[config.mk]
export PLATFORM = sky130hd
export DESIGN_NAME = ysyx_23060201_mem_arbiter_flat
export DESIGN_NICKNAME = d
export VERILOG_FILES = /design/src/rtl/ysyx_23060201_mem_arbiter_if.sv /design/src/rtl/ysyx_23060201_mem_arbiter.sv /design/src/flat_wrapper.sv
export SDC_FILE = /design/constraint.sdc
export NUM_CORES = 1
export LEC_CHECK = 0
export BUFFER_PORTS_ARGS = -buffer_cell sky130_fd_sc_hd__buf_2
export CORE_MARGIN = 5
export CORE_UTILIZATION = 40
export CTS_CLUSTER_SIZE = 16
export DETAILED_ROUTE_END_ITERATION = 12
export GPL_TIMING_DRIVEN = 1
export HOLD_SLACK_MARGIN = 0.03
export PLACE_DENSITY = 0.79
export SLEW_MARGIN = 10
export SYNTH_ARGS = -nofsm -noshare
export SYNTH_HDL_FRONTEND = slang
export SYNTH_SLANG_ARGS = --single-unit
[constraint.sdc]
create_clock -name clk_i -period 2 [get_ports clk_i]
set_input_delay 0.2 -clock clk_i [delete_from_list [all_inputs] [get_ports clk_i]]
set_output_delay 0.2 -clock clk_i [all_outputs]
set_load 0.05 [all_outputs]
[src/rtl/ysyx_23060201_mem_arbiter_if.sv]
// Request/response channel between a memory master and a memory slave.
// The master modport issues requests and consumes responses; the slave
// modport accepts requests and produces responses.
interface ysyx_23060201_mem_arbiter_if #(
  parameter int AW = 32,
  parameter int DW = 32
) ();
  logic              req_valid;
  logic              req_ready;
  logic [AW-1:0]     addr;
  logic              wen;
  logic [DW-1:0]     wdata;
  logic [DW/8-1:0]   wmask;
  logic              resp_valid;
  logic              resp_ready;
  logic [DW-1:0]     rdata;
  logic              resp_err;

  modport master (
    output req_valid, addr, wen, wdata, wmask, resp_ready,
    input  req_ready, resp_valid, rdata, resp_err
  );

  modport slave (
    input  req_valid, addr, wen, wdata, wmask, resp_ready,
    output req_ready, resp_valid, rdata, resp_err
  );
endinterface

[src/rtl/ysyx_23060201_mem_arbiter.sv]
// Two-master / one-slave memory arbiter: IFU on m0, LSU on m1, one
// outstanding transaction, round-robin on ties.
module ysyx_23060201_mem_arbiter #(
  parameter int AW = 32,
  parameter int DW = 32
) (
  input  logic                              clk_i,
  input  logic                              rst_n_i,
  ysyx_23060201_mem_arbiter_if.slave        m0,
  ysyx_23060201_mem_arbiter_if.slave        m1,
  ysyx_23060201_mem_arbiter_if.master       s,
  output logic                              busy_o
);
  localparam int MW = DW / 8;

  typedef enum logic [1:0] {IDLE, SEND, WAIT, RESP} state_e;

  state_e          state_q, state_d;
  logic            owner_q;
  logic            last_grant_q;
  logic [AW-1:0]   addr_q;
  logic            wen_q;
  logic [DW-1:0]   wdata_q;
  logic [MW-1:0]   wmask_q;
  logic [DW-1:0]   rdata_q;
  logic            err_q;

  logic            grant0, grant1;
  logic            m_hs;
  logic            owner_resp_ready;

  // On a tie the master that did not win last time is preferred.
  assign grant0 = m0.req_valid & (~m1.req_valid | last_grant_q);
  assign grant1 = m1.req_valid & (~m0.req_valid | ~last_grant_q);
  // Ready is gated by reset so nothing is accepted while reset is held.
  assign m_hs   = rst_n_i & (state_q == IDLE) & (grant0 | grant1);
  assign owner_resp_ready = owner_q ? m1.resp_ready : m0.resp_ready;

  // Memory-side request fields always come straight from the latches.
  assign s.addr  = addr_q;
  assign s.wen   = wen_q;
  assign s.wdata = wdata_q;
  assign s.wmask = wmask_q;

  // State, owner and fairness bookkeeping.
  always_ff @(posedge clk_i or negedge rst_n_i) begin
    if (!rst_n_i) begin
      state_q      <= IDLE;
      owner_q      <= 1'b0;
      last_grant_q <= 1'b1;
    end else begin
      state_q <= state_d;
      if (m_hs) owner_q <= grant1;
      if (state_q == RESP && owner_resp_ready) last_grant_q <= owner_q;
    end
  end

  // Latch the granted request and the slave's response.
  always_ff @(posedge clk_i or negedge rst_n_i) begin
    if (!rst_n_i) begin
      addr_q  <= '0;
      wen_q   <= 1'b0;
      wdata_q <= '0;
      wmask_q <= '0;
      rdata_q <= '0;
      err_q   <= 1'b0;
    end else begin
      if (m_hs) begin
        addr_q  <= grant1 ? m1.addr  : m0.addr;
        wen_q   <= grant1 ? m1.wen   : m0.wen;
        wdata_q <= grant1 ? m1.wdata : m0.wdata;
        wmask_q <= grant1 ? m1.wmask : m0.wmask;
      end
      if (state_q == WAIT && s.resp_valid) begin
        rdata_q <= wen_q ? '0 : s.rdata;
        err_q   <= s.resp_err;
      end
    end
  end

  // Next-state and handshake outputs for the four-phase transaction.
  always_comb begin
    state_d       = state_q;
    m0.req_ready  = 1'b0;
    m1.req_ready  = 1'b0;
    m0.resp_valid = 1'b0;
    m1.resp_valid = 1'b0;
    m0.rdata      = '0;
    m1.rdata      = '0;
    m0.resp_err   = 1'b0;
    m1.resp_err   = 1'b0;
    s.req_valid   = 1'b0;
    s.resp_ready  = 1'b0;
    busy_o        = (state_q != IDLE);
    unique case (state_q)
      IDLE: begin
        m0.req_ready = rst_n_i & grant0;
        m1.req_ready = rst_n_i & grant1;
        if (m_hs) state_d = SEND;
      end
      SEND: begin
        s.req_valid = 1'b1;
        if (s.req_ready) state_d = WAIT;
      end
      WAIT: begin
        s.resp_ready = 1'b1;
        if (s.resp_valid) state_d = RESP;
      end
      RESP: begin
        if (owner_q) begin
          m1.resp_valid = 1'b1;
          m1.rdata      = rdata_q;
          m1.resp_err   = err_q;
        end else begin
          m0.resp_valid = 1'b1;
          m0.rdata      = rdata_q;
          m0.resp_err   = err_q;
        end
        if (owner_resp_ready) state_d = IDLE;
      end
      default: state_d = IDLE;
    endcase
  end
endmodule

[src/flat_wrapper.sv]
// flat-port wrapper written by rule: the top's interface ports become plain ports
module ysyx_23060201_mem_arbiter_flat 
#(
  parameter int AW = 32,
  parameter int DW = 32
)
  (clk_i, rst_n_i, busy_o, m0_req_valid, m0_addr, m0_wen, m0_wdata, m0_wmask, m0_resp_ready, m0_req_ready, m0_resp_valid, m0_rdata, m0_resp_err, m1_req_valid, m1_addr, m1_wen, m1_wdata, m1_wmask, m1_resp_ready, m1_req_ready, m1_resp_valid, m1_rdata, m1_resp_err, s_req_valid, s_addr, s_wen, s_wdata, s_wmask, s_resp_ready, s_req_ready, s_resp_valid, s_rdata, s_resp_err);
  ysyx_23060201_mem_arbiter_if #(.AW(AW), .DW(DW)) m0_i ();
  ysyx_23060201_mem_arbiter_if #(.AW(AW), .DW(DW)) m1_i ();
  ysyx_23060201_mem_arbiter_if #(.AW(AW), .DW(DW)) s_i ();
  input  logic clk_i;
  input  logic rst_n_i;
  output logic busy_o;
  input wire logic [$bits(m0_i.req_valid)-1:0] m0_req_valid;
  input wire logic [$bits(m0_i.addr)-1:0] m0_addr;
  input wire logic [$bits(m0_i.wen)-1:0] m0_wen;
  input wire logic [$bits(m0_i.wdata)-1:0] m0_wdata;
  input wire logic [$bits(m0_i.wmask)-1:0] m0_wmask;
  input wire logic [$bits(m0_i.resp_ready)-1:0] m0_resp_ready;
  output wire logic [$bits(m0_i.req_ready)-1:0] m0_req_ready;
  output wire logic [$bits(m0_i.resp_valid)-1:0] m0_resp_valid;
  output wire logic [$bits(m0_i.rdata)-1:0] m0_rdata;
  output wire logic [$bits(m0_i.resp_err)-1:0] m0_resp_err;
  input wire logic [$bits(m1_i.req_valid)-1:0] m1_req_valid;
  input wire logic [$bits(m1_i.addr)-1:0] m1_addr;
  input wire logic [$bits(m1_i.wen)-1:0] m1_wen;
  input wire logic [$bits(m1_i.wdata)-1:0] m1_wdata;
  input wire logic [$bits(m1_i.wmask)-1:0] m1_wmask;
  input wire logic [$bits(m1_i.resp_ready)-1:0] m1_resp_ready;
  output wire logic [$bits(m1_i.req_ready)-1:0] m1_req_ready;
  output wire logic [$bits(m1_i.resp_valid)-1:0] m1_resp_valid;
  output wire logic [$bits(m1_i.rdata)-1:0] m1_rdata;
  output wire logic [$bits(m1_i.resp_err)-1:0] m1_resp_err;
  output wire logic [$bits(s_i.req_valid)-1:0] s_req_valid;
  output wire logic [$bits(s_i.addr)-1:0] s_addr;
  output wire logic [$bits(s_i.wen)-1:0] s_wen;
  output wire logic [$bits(s_i.wdata)-1:0] s_wdata;
  output wire logic [$bits(s_i.wmask)-1:0] s_wmask;
  output wire logic [$bits(s_i.resp_ready)-1:0] s_resp_ready;
  input wire logic [$bits(s_i.req_ready)-1:0] s_req_ready;
  input wire logic [$bits(s_i.resp_valid)-1:0] s_resp_valid;
  input wire logic [$bits(s_i.rdata)-1:0] s_rdata;
  input wire logic [$bits(s_i.resp_err)-1:0] s_resp_err;
  assign m0_i.req_valid = m0_req_valid;
  assign m0_i.addr = m0_addr;
  assign m0_i.wen = m0_wen;
  assign m0_i.wdata = m0_wdata;
  assign m0_i.wmask = m0_wmask;
  assign m0_i.resp_ready = m0_resp_ready;
  assign m0_req_ready = m0_i.req_ready;
  assign m0_resp_valid = m0_i.resp_valid;
  assign m0_rdata = m0_i.rdata;
  assign m0_resp_err = m0_i.resp_err;
  assign m1_i.req_valid = m1_req_valid;
  assign m1_i.addr = m1_addr;
  assign m1_i.wen = m1_wen;
  assign m1_i.wdata = m1_wdata;
  assign m1_i.wmask = m1_wmask;
  assign m1_i.resp_ready = m1_resp_ready;
  assign m1_req_ready = m1_i.req_ready;
  assign m1_resp_valid = m1_i.resp_valid;
  assign m1_rdata = m1_i.rdata;
  assign m1_resp_err = m1_i.resp_err;
  assign s_req_valid = s_i.req_valid;
  assign s_addr = s_i.addr;
  assign s_wen = s_i.wen;
  assign s_wdata = s_i.wdata;
  assign s_wmask = s_i.wmask;
  assign s_resp_ready = s_i.resp_ready;
  assign s_i.req_ready = s_req_ready;
  assign s_i.resp_valid = s_resp_valid;
  assign s_i.rdata = s_rdata;
  assign s_i.resp_err = s_resp_err;
  ysyx_23060201_mem_arbiter #(.AW(AW), .DW(DW)) u_core (.clk_i(clk_i), .rst_n_i(rst_n_i), .m0(m0_i), .m1(m1_i), .s(s_i), .busy_o(busy_o));
endmodule
Yosys cells after proc, flatten, opt, wreduce, memory -nomap -nowiden
Index checks and enable logic that the tools add are counted.
{"block": "totals", "reg_bits": 106, "latch_bits": 0, "ram_bits": 0, "mem_bits_ro": 0, "inputBits": 179, "elab_cells": 60, "memories": 0}
{"block": "classes", "addsub": 0, "n_mul": 0, "n_div": 0, "order_cmp": 0, "n_eq_ne": 7, "n_shift": 0, "n_mux": 27, "bitwise": 12, "n_reduce_logical": 5}
{"cell": "$mux 32", "count": 7}
{"cell": "$mux 1", "count": 14}
{"cell": "$mux 2", "count": 4}
{"cell": "$pmux 2 s4", "count": 1}
{"cell": "$and 1x1->1", "count": 6}
{"cell": "$eq 2x2->1 const B", "count": 2}
{"cell": "$mux 4", "count": 1}
{"cell": "$ne 2x1->1 const B", "count": 2}
{"cell": "$ne 2x2->1 const B", "count": 2}
{"cell": "$reduce_and 4->1", "count": 1}
{"cell": "$not 1->1", "count": 3}
{"cell": "$or 1x1->1", "count": 3}
{"cell": "$eq 2x1->1 const B", "count": 1}
{"cell": "$logic_and 1x1->1", "count": 2}
{"cell": "$logic_not 2->1", "count": 1}
{"cell": "$reduce_bool 2->1", "count": 1}

Logic depth before layout (Yosys ltp)
{"block": "depth", "word_depth": 7, "mapped_depth": 8, "ltp_nobuf": 6}

Worst setup path before layout
No wires, ideal clock.
{"block": "synth_path", "path_type": "register to output", "from": "register u_core.state_q[1]", "to": "output m0_rdata[22]", "t_arrival_ns": 1.902, "required_time_ns": 1.800, "setup_slack_ns": -0.102, "stages_incl_launch_ff": 5, "path_buffers": 1, "path_cell_list": "dfrtp_1 ha_1 nor2b_1 clkbuf_1 and2_1"}
{"block": "synth_between", "elab_chain_len": 2}
{"element": "start, declared", "line_no": "ysyx_23060201_mem_arbiter.sv:18", "source": "state_e state_q, state_d;"}
{"element": "start signal, assigned", "line_no": "ysyx_23060201_mem_arbiter.sv:52", "source": "state_q <= state_d;"}
{"element": "$eq 2x2->1", "line_no": "ysyx_23060201_mem_arbiter.sv:95", "source": "unique case (state_q)"}
{"element": "$mux 32", "line_no": "ysyx_23060201_mem_arbiter.sv:95"}
{"element": "end, declared", "line_no": "flat_wrapper.sv:22", "source": "output wire logic [$bits(m0_i.rdata)-1:0] m0_rdata;"}
No other way between the ends.

Worst setup path in the final report
{"block": "layout_path", "from": "register u_core.state_q[1]", "to": "output m0_rdata[15]"}
The elaborated chain is that of the path after synthesis.

==> metrics.cfg <==
[run_status]
run_status = complete, no violations

[synthesis]
synth_top_family_by_area = simple AND/OR/NAND/NOR gates
yosys_warnings = 0
syn-num-nets = 735
synth_edf_count = 0
synth.top_cell.area_share = 0.494
yosys.area_share.adder = 0.00941
yosys.area.top_type = dfrtp_1
synth-compound-area-share = 0.107
synth-async-reset-ratio = 1.00
syn_area_sq_um = 5320
netlist-cell-type-count = 27
syn_area_per_cell_sq_um = 9.63
synthMuxAreaShare = 0.137
ys_ff_latch = 106
synth_xor_area_frac = 0
synth-simple-area-share = 0.197
synthTopCellsByArea = dfrtp_1 (49%), mux2i_1 (13%), o21ai_0 (8.1%)
synth_ff_type = dfrtp_1
synth_common_cells = dfrtp_1 (105), nand2_1 (105), o21ai_0 (86), mux2i_1 (70)
ys_seq_area_frac = 0.499
synth_cells = 552

[place]
dp_hpwl_microns = 12100
portBuffers = 320
pre_cts_ws_ns = 0.245
placed_area_sq_um = 7090
routabilityCongestion = 0.876

[timing]
rsz0062_at_grt = false
fin_crit_ns = 1.91
hold_slack_ns = 0.103
slew_headroom = 0.584
period_share = 0.957
finalSetupViolCount = 0
fmax_ghz = 0.522
hold_viol = 0
finClkSkew_ns = 0.00838
report.final.slew_viol_count = 0
setup_slack_ns = 0.0851
worstMarginPinSlew_ns = 0.621
setup_tns_ns = 0

[clocking]
ctsRootBufferMaster = clkbuf_16
cts_setup_buffers = 0
clockBufferDepth = 2
path_clk_slew_ns = 0.07
cts_made_buffers = 9
htreeDepth = 3
cts_tree = done
insertion_delay_ns = 0.35
clock_sinks = 106

[die]
top_level_ports = 321
start_util = 0.405
die_width_microns = 125
die-area_sq_um = 15700
fp.dieH_microns = 125
fp-row-count = 42
core-area_sq_um = 13100

[grt]
antenna_found_initial = 0
grt_pass1_wl_microns = 24200
overflow = 0
grt_max_degree = 103
track_usage = 0.192
grt_pass1_vias = 4768

[power]
pwr-share-seq = 0.304
power.density_nw_per_um2 = 1680
p_int_uw = 6070
switching_share = 0.515
p_clk_frac = 0.152
p_comb_frac = 0.544
cellLeakagePower_uw = 0.00427
p_switching_uw = 6450
max-vdd-ir-drop_mv = 0.952

[worst_setup_path]
cp-end-kind = output pin
critical_path_required_ns = 1.80
cp-start-kind = flop
worstSetupPathType = reg2out
r2r_cells = 6
cp_data_arrival_time_ns = 1.71
crit_fanout = 17

[final_layout]
drive_gt1_frac = 0.415
area_growth_pct = 40.5
antenna_cells = 0
post-route-cell-area_sq_um = 7470
fin_nets = 1036
utilization = 0.569
fillers = 1183

[routing]
drc_errors = 0
first_pass_iters = 4
finalWirelength_microns = 15600
drt_first_iter_violations = 203
viasPerCell = 4.75
ant_nets = 0
wire_per_inst_microns = 15.1
via_count = 4913

[hold_path]
min_path_cells = 3
hp-class = in2reg

[run]
maxCapViolations = 0

[stage by stage]
step           cells  total power, uW
5_1_grt         1034            13300
4_1_cts         1033            12600
3_5_place_dp    1016            10600
3_3_place_gp    1016            10500
6_report        1034            12500
2_1_floorplan    552             8820
[worst max-delay path, stage by stage (launching register included)]
cell and delay [ns]:
dfrtp_1 0.40, ha_1 0.19, nor2b_4 0.18, buf_6 0.19, and2_1 0.14, buf_2 0.26
[power groups by stage]
stage               combinational (uW)  sequential, uW  clock [uW]
global placement                  6680            3800           0
detailed placement                6820            3830           0
global route                      7300            3930        2040
CTS                               6820            3810        1940
finish                            6810            3810        1900
floorplan                         2940            5880           0
[final cells by class]
cell class | instances | area (sq um) | share of cell area
Clock buffer | 11 | 243 | 0.0325
Clock inverter | 5 | 77.6 | 0.0104
Inverter | 7 | 26.3 | 0.00352
Multi-Input combinational cell | 395 | 2420 | 0.324
Sequential cell | 106 | 2650 | 0.355
Tap cell | 176 | 220 | 0.0295
Timing Repair Buffer | 334 | 1830 | 0.245
[cells in the final DEF (no fill, tap or decap), types with 2 or more instances in the layout]
cell type | Yosys | layout
and2_1 | 34 | 34
nor2_1 | 2 | 2
buf_4 | 3 | 6
o21ai_1 | 15 | 15
nand2_1 | 105 | 105
a21oi_1 | 3 | 3
inv_1 | 7 | 7
clkbuf_4 | 0 | 8
o21ai_0 | 86 | 86
ha_1 | 4 | 3
buf_2 | 6 | 310
and3_1 | 34 | 34
mux2i_1 | 70 | 70
bufinv_16 | 0 | 2
buf_12 | 0 | 7
buf_6 | 8 | 2
clkbuf_16 | 0 | 9
clkinv_2 | 0 | 2
dfrtp_1 | 105 | 105
nand2b_1 | 32 | 32
[registers in the layout, indices dropped and copies added, names as in the netlist]
signal,cells
u_core.rdata_q,32
u_core.s.addr,32
u_core.s.wdata,32
u_core.s.wmask,4
u_core.state_q,2
u_core.err_q,1
u_core.last_grant_q,1
u_core.owner_q,1
u_core.s.wen,1
[what timing repair did]
| action | 4_1_cts | 5_1_grt |
|---|---|---|
| gates cloned | 0 | 1 |
| endpoints found under the hold margin | 4 | 0 |
| resized for setup | 1 | 16 |
| hold buffers | 1 | 0 |
| endpoints found under the setup margin | 2 | 34 |
[final timing paths]
check,to,from,slack [ns]
worst max-delay path,m0_rdata[15],u_core.state_q[1]$_DFFE_PN0P_,0.09
worst max register to register,u_core.state_q[1]$_DFFE_PN0P_,u_core.state_q[0]$_DFFE_PN0P_,0.31
max in group asynchronous,u_core.rdata_q[4]$_DFFE_PN0P_,rst_n_i,0.98
worst min-delay path,u_core.rdata_q[17]$_DFFE_PN0P_,s_rdata[17],0.10
min in group asynchronous,u_core.state_q[1]$_DFFE_PN0P_,rst_n_i,0.25
worst min register to register,u_core.s.wdata[28]$_DFFE_PN0P_,u_core.s.wdata[28]$_DFFE_PN0P_,0.47
[routing by layer]
layer / global-route usage / part of all wire
met1: 0.224 / 0.39
met2: 0.332 / 0.49
met3: 0.0478 / 0.081
met4: 0.0899 / 0.041
met5: 0 / 0
[logic make-up (layout without fill, tap and decap cells)]
logic type	Yosys count	count (layout)
adder cells (fa/ha/maj)	4	4
AND/OR/NAND/NOR	210	210
multiplexers	72	72
AO/OA/AOI/OAI	109	109
buffers and inverters	51	357
flip-flops	106	106
Power figures use the tool's default switching activity.
